## src/rtl/uart_rx_sequencer.sv

```systemverilog
// UART receiver sequencer: 2-flop synchronized RxD, start/data/parity/stop sequencing with one-cycle status pulses.
// Optional parity stage is compiled in when UART_RX_PARITY_EN is defined.
//
// state  | meaning
// IDLE   | waiting for a falling edge on rx_s while Enable is high
// START  | wait HALF cycles, confirm start bit is still low
// DATA   | sample one data bit every BIT cycles, LSB first
// PARITY | sample the parity bit BIT cycles after the last data bit
// STOP   | sample each stop bit BIT cycles apart, then report the frame
module uart_rx_sequencer #(
    parameter int CLK_HZ    = 50000000,
    parameter int BAUD      = 115200,
    parameter int DATA_BITS = 8,
    parameter int STOP_BITS = 1
`ifdef UART_RX_PARITY_EN
    ,
    parameter bit PARITY_ODD = 1'b0
`endif
) (
    input  logic                 CLOCK_50,
    input  logic                 Reset,
    input  logic                 RxD,
    input  logic                 Enable,
    output logic                 RShift,
    output logic [DATA_BITS-1:0] RxData,
    output logic                 DataValid,
    output logic                 FrameErr,
    output logic                 ParityErr,
    output logic                 Busy
);

    localparam int HALF = CLK_HZ / (2 * BAUD);
    localparam int BIT  = 2 * HALF;
    localparam int TW   = $clog2(BIT + 1);
    localparam int BCW  = $clog2(DATA_BITS + 1);

    localparam logic [TW-1:0]  HALF_TC = TW'(HALF - 1);
    localparam logic [TW-1:0]  BIT_TC  = TW'(BIT - 1);
    localparam logic [BCW-1:0] DATA_TC = BCW'(DATA_BITS - 1);
    localparam logic [BCW-1:0] STOP_TC = BCW'(STOP_BITS - 1);

`ifdef UART_RX_PARITY_EN
    typedef enum logic [2:0] {IDLE, START, DATA, PARITY, STOP} state_t;
`else
    typedef enum logic [2:0] {IDLE, START, DATA, STOP} state_t;
`endif

    state_t                 state, state_n;
    logic [1:0]             sync;
    logic                   rx_s, rx_prev;
    logic [TW-1:0]          timer, timer_n;
    logic [BCW-1:0]         bit_cnt, bit_cnt_n;
    logic [DATA_BITS-1:0]   shreg, shreg_n, rx_data_n;
    logic                   dv_n, fe_n;
`ifdef UART_RX_PARITY_EN
    logic                   par_bad, par_bad_n, pe_n;
`endif

    assign rx_s = sync[1];
    assign Busy = (state != IDLE);

    always_comb begin
        state_n   = state;
        timer_n   = timer + 1'b1;
        bit_cnt_n = bit_cnt;
        shreg_n   = shreg;
        rx_data_n = RxData;
        dv_n      = 1'b0;
        fe_n      = 1'b0;
        RShift    = 1'b0;
`ifdef UART_RX_PARITY_EN
        par_bad_n = par_bad;
        pe_n      = 1'b0;
`endif
        case (state)
            IDLE: begin
                timer_n   = '0;
                bit_cnt_n = '0;
                if (Enable && rx_prev && !rx_s)
                    state_n = START;
            end
            START: begin
                if (timer == HALF_TC) begin
                    timer_n = '0;
                    state_n = rx_s ? IDLE : DATA;
                end
            end
            DATA: begin
                if (timer == BIT_TC) begin
                    timer_n = '0;
                    RShift  = 1'b1;
                    shreg_n = {rx_s, shreg[DATA_BITS-1:1]};
                    if (bit_cnt == DATA_TC) begin
                        bit_cnt_n = '0;
`ifdef UART_RX_PARITY_EN
                        state_n   = PARITY;
`else
                        state_n   = STOP;
`endif
                    end else begin
                        bit_cnt_n = bit_cnt + 1'b1;
                    end
                end
            end
`ifdef UART_RX_PARITY_EN
            PARITY: begin
                if (timer == BIT_TC) begin
                    timer_n   = '0;
                    par_bad_n = (^shreg) ^ rx_s ^ PARITY_ODD;
                    state_n   = STOP;
                end
            end
`endif
            STOP: begin
                if (timer == BIT_TC) begin
                    timer_n = '0;
                    if (!rx_s) begin
                        fe_n    = 1'b1;
                        state_n = IDLE;
                    end else if (bit_cnt == STOP_TC) begin
                        state_n = IDLE;
`ifdef UART_RX_PARITY_EN
                        if (par_bad) begin
                            pe_n = 1'b1;
                        end else begin
                            dv_n      = 1'b1;
                            rx_data_n = shreg;
                        end
`else
                        dv_n      = 1'b1;
                        rx_data_n = shreg;
`endif
                    end else begin
                        bit_cnt_n = bit_cnt + 1'b1;
                    end
                end
            end
            default: state_n = IDLE;
        endcase
    end

    // Sync flops reset high so leaving reset never looks like a start edge on an idle line.
    always_ff @(posedge CLOCK_50) begin
        if (Reset) begin
            sync      <= 2'b11;
            rx_prev   <= 1'b1;
            state     <= IDLE;
            timer     <= '0;
            bit_cnt   <= '0;
            shreg     <= '0;
            RxData    <= '0;
            DataValid <= 1'b0;
            FrameErr  <= 1'b0;
`ifdef UART_RX_PARITY_EN
            par_bad   <= 1'b0;
            ParityErr <= 1'b0;
`endif
        end else begin
            sync      <= {sync[0], RxD};
            rx_prev   <= rx_s;
            state     <= state_n;
            timer     <= timer_n;
            bit_cnt   <= bit_cnt_n;
            shreg     <= shreg_n;
            RxData    <= rx_data_n;
            DataValid <= dv_n;
            FrameErr  <= fe_n;
`ifdef UART_RX_PARITY_EN
            par_bad   <= par_bad_n;
            ParityErr <= pe_n;
`endif
        end
    end

`ifndef UART_RX_PARITY_EN
    assign ParityErr = 1'b0;
`endif

endmodule
```

## config.mk

```make
export PLATFORM = sky130hd
export DESIGN_NAME = uart_rx_sequencer
export DESIGN_NICKNAME = d
export VERILOG_FILES = /design/src/rtl/uart_rx_sequencer.sv
export SDC_FILE = /design/constraint.sdc
export NUM_CORES = 1
export LEC_CHECK = 0
export CORE_UTILIZATION = 49
export DETAILED_ROUTE_END_ITERATION = 10
export GPL_ROUTABILITY_DRIVEN = 0
export GPL_TIMING_DRIVEN = 0
export PLACE_DENSITY = 0.69
export SYNTH_ARGS = -nofsm -noshare
export SYNTH_HDL_FRONTEND = slang
export SYNTH_SLANG_ARGS = --single-unit
```

## constraint.sdc

```tcl
create_clock -name CLOCK_50 -period 2 [get_ports CLOCK_50]
set_input_delay 0.4 -clock CLOCK_50 [delete_from_list [all_inputs] [get_ports CLOCK_50]]
set_output_delay 0.4 -clock CLOCK_50 [all_outputs]
set_load 0.02 [all_outputs]
```

# --- After elaboration in Yosys (flattened, before gate mapping) ---
# Cells that the tools add are included.
classes:
  n_addsub: 2
  multipliers: 0
  div: 0
  order_cmp: 0
  eq_ne: 14
  shift: 0
  mux: 22
  n_bitwise: 3
  reduce_logical: 14
op_table:
  columns: ["op", "n"]
  rows:
  - ["case mux 9 bit (3 select lines)", 1]
  - ["2-to-1 mux 3 bit", 7]
  - ["2-to-1 mux 4 bit", 5]
  - ["2-to-1 mux 9 bit", 2]
  - ["inequality test 2 bit (second input constant)", 7]
  - ["case mux 3 bit (4 select lines)", 1]
  - ["case mux 4 bit (3 select lines)", 1]
  - ["adder 9 x 1 -> 9 bit (second input constant)", 1]
  - ["equality test 9 x 8 -> 1 bit (second input constant)", 1]
  - ["equality test 9 bit (second input constant)", 1]
  - ["equality test 3 x 2 -> 1 bit (second input constant)", 2]
  - ["AND reduction 6 bit", 1]
  - ["nonzero test 3 bit", 2]
  - ["AND reduction 5 bit", 1]
  - ["adder 4 x 1 -> 4 bit (second input constant)", 1]
  - ["equality test 4 x 3 -> 1 bit (second input constant)", 1]
  - ["zero test 4 bit", 1]
  - ["2-to-1 mux 1 bit", 4]
  - ["AND reduction 4 bit", 1]
  - ["OR reduction 4 bit", 1]
  - ["equality test 3 x 1 -> 1 bit (second input constant)", 1]
  - ["zero test 3 bit", 1]
  - ["inequality test 3 bit (second input constant)", 1]
  - ["inverter 1 bit", 3]
  - ["6 further kinds", 7]
word_totals:
  ff_bits: 37
  latchBits: 0
  ram_bits: 0
  rom_bits: 0
  in_bits: 4
  out_inout_bits: 13
  wordCells: 64
  n_memories: 0

# --- Longest topological paths before layout ---
logic_depth:
  ltp_word: 5
  depth_mapped: 7
  ltp_nobuf: 6

# --- Worst setup path before layout ---
# No wires, ideal clock.
synth_timing:
  path_kind: "register -> output"
  start: "reg timer[0]"
  end: "out RShift"
  arrival_time_ps: 1215
  required_time_ps: 1600
  setup_slack_ps: 385
  stages_incl_launch_ff: 5
  path_buffers: 1
  path_cell_list: "dfxtp_1 ha_1 nand4bb_4 nor4_2 buf_4"
synth_via:
  elab_chain_cells: 3
synth_rtl:
  columns: ["element", "line", "text"]
  rows:
  - ["start: declaration", "51", "logic [TW-1:0] timer, timer_n;"]
  - ["start signal: assignment", "162", "timer <= timer_n;"]
  - ["equality test 9 bit", "89", "if (timer == BIT_TC) begin"]
  - ["2-to-1 mux 1 bit", "89", null]
  - ["2-to-1 mux 1 bit", "75", "case (state)"]
  - ["end: declaration", "24", "output logic RShift,"]
# No other way between the ends.

# --- Worst setup path after layout ---
layout_timing:
  start: "reg timer[1]"
  end: "out RShift"
# Same word-level chain as after synthesis.

==> metrics.txt <==
status completed; antenna violations before repair 0; CP Capture Type primary output; largest area contributor in the netlist dfxtp_1; top cell type's share of synthesized area roughly 44%; initial drt markers 80; die area around 0.0036 sq mm; CTS Buf Count 5; Syn Std Cell Area about 0.0016 sq mm; Final Max Tran Viols 0; Fmax about 500 MHz; Post-route DRC 0; placed insts roughly 240; Final #Nets 220; Mapped Avg Cell Area around 9.2 sq um; Final Cycle Share 99.44%; fin crit period between 1.5 and 2 ns; num ports 17; global-route wire length before repair about 5500 um; Non-Filler Instances between 200 and 300; ANT cells 0; YS warnings 0; Root Buffer clkbuf_4; starting density of the core between 50% and 60%; post-synthesis to final-layout area growth 21.85%; Sw Pwr ~0.26 mW; Slew HR between 50% and 60%; RSZ-0062 raised after global routing true; vias in the first global route roughly 1.2k; MaxCap Viol Count 0; most frequent cells in the layout dfxtp_1 (34), nor2_1 (23), buf_4 (13), clkdlybuf4s50_1 (12), nand3_1 (11); CTS tree yes; cells after synthesis 180; pin count of the biggest net entering global routing 12; Core Rows 20; critical path data arrival time 1.59 ns; grt total ovfl 0; Setup WS pre-CTS -0.3643 ns; r2r worst-path depth 6; register area around 730 sq um; FF+latch count, synth 36; final setup margin between 0.01 and 0.015 ns; post-route ant nets 0; DRT Pass-1 Iters 4; Hold Path Class flop to flop; P_leak roughly 0.75 nW; commonest non-fill, non-tap cell in the layout dfxtp_1; vias after detailed routing between 1k and 1.5k; Net Sw Frac a little under a quarter; total track usage a little over a fifth; Max Clock Skew around 0.007 ns; # H-tree levels 2; register area share after synthesis about 44%; Slew @ Worst Pin 0.6660 ns; Yosys cell types 44; core area 0.003128 sq mm; clock-pin slew on the worst setup and hold paths between 0.1 and 0.15 ns; share of total power in sequential cells slightly above 60%; clock power share 34.5%; Area contributors post-synth dfxtp_1 (44%), nor2_1 (5.2%), mux2i_1 (4.9%); drt total wl ~3300 um; Sink Count 36; VDD IR max approximately 0.00042 V; detailed placement HPWL 2270 um; Clock Latency Late Sink ~0.34 ns; crit-path max FO 3; final core occ 64.24%; Vias per Instance between 5 and 6; layout cells sized above 1 a little under a fifth; setup tns final 0 ns; Multi-input gate area around 850 sq um; wire length per cell about 13 um; Die H roughly 60 um; # setup viols final 0; Final Hold Violating Endpoints 0; Max Buffers Root-to-Sink 2; Gate power share 3.7%; Hold Path Cell Cnt 1; Die Wd between 60 and 70 um; CP Launch Type flop; PwrDens 580.0 mW/mm^2; CP required about 1.6 ns; Pint between 0.9 and 1 mW; total of fill cells in the finished design roughly 270; Crit Path Category flop to primary output; Synthesized Nets about 190; Port-buffer cells 14
[synthesized netlist by cell type, drive strengths merged]
cell,count
nand2,10
nand4bb,1
or2,2
xnor2,2
nor2,24
o21ai,11
nand4,4
o41ai,1
inv,10
buf,6
a21o,2
nor3b,1
conb,1
a311oi,1
nand3,11
mux2,2
o311ai,1
xor2,5
clkbuf,3
and2,3
o211ai,1
and4b,1
and3,5
mux2i,8
a21oi,8
nor3,2
o21a,1
nand4b,1
a31oi,3
dfxtp,36
ha,5
and4bb,1
and4,1
a211o,1
nor4b,1
a41o,2
nor4,2
[state kept, by name, summed over array words and instances (netlist names)]
register,flops
timer,9
RxData,8
shreg,8
bit_cnt,4
state,2
sync,2
DataValid,1
FrameErr,1
rx_prev,1
[stage by stage]
step	total power [mW]	instance area, sq um	hold WS (ns)
finish	1.165	2009	0.4245
global route	1.221	2009	0.4317
CTS	1.177	1961	0.4256
detailed placement	0.7807	1844	0.3970
global placement	0.7804	1844	0.3977
floorplan	0.7671	1649	0.3895
[worst paths after layout]
check / start / to / slack [ns]
setup / recovery: timer[1] / RShift / 0.01
hold / removal: sync[0] / sync[1] / 0.42
setup reg to reg: state[1] / state[1] / 0.21
hold reg to reg: sync[0] / sync[1] / 0.42
[layout make-up]
cell class,count,share of cell area [%]
clock buffer,6,2.553
multi-input combinational,125,42.40
tap,44,2.740
inverter,10,2.179
sequential,36,36.24
clock inverter,2,0.4981
timing repair buffer,24,10.71
buffer,9,2.677
[critical path, stage by stage, from the launching register on]
cell and delay (ns):
dfxtp_4 0.37, inv_4 0.06, ha_4 0.13, nand4bb_4 0.13, nor4_2 0.29, buf_4 0.16
buf_6 0.11
[per-layer routing]
metal	part of all wire (%)	global-route usage, %
met1	48	26.75
met2	48	33.97
met3	2.7	5.844
met4	1.9	5.980
met5	0	0
[repair_timing]
action                                  4_1_cts  5_1_grt
setup buffers                                 5        5
endpoints found under the setup margin        2        1
gates cloned                                  0        0
resized for setup                            12        5
hold buffers                                  0        0
pin swaps                                     1        1
[power by group through the flow]
stage,sequential (mW),combinational [mW],clock (mW)
2_1_floorplan,0.738,0.0289,0
3_3_place_gp,0.739,0.0412,0
4_1_cts,0.723,0.0417,0.413
3_5_place_dp,0.739,0.0416,0
5_1_grt,0.721,0.0468,0.453
6_report,0.720,0.0428,0.402
[kinds of logic after synthesis]
kind of cell,after synthesis,share of synthesized area (%)
fa+ha+maj,5,3.794
buf+inv,19,5.387
flops,36,43.70
xor+xnor,7,3.718
simple gates,70,24.89
other cells,1,0.2274
mux,10,6.222
compound gates,32,12.06
Power figures use the tool's default switching activity.
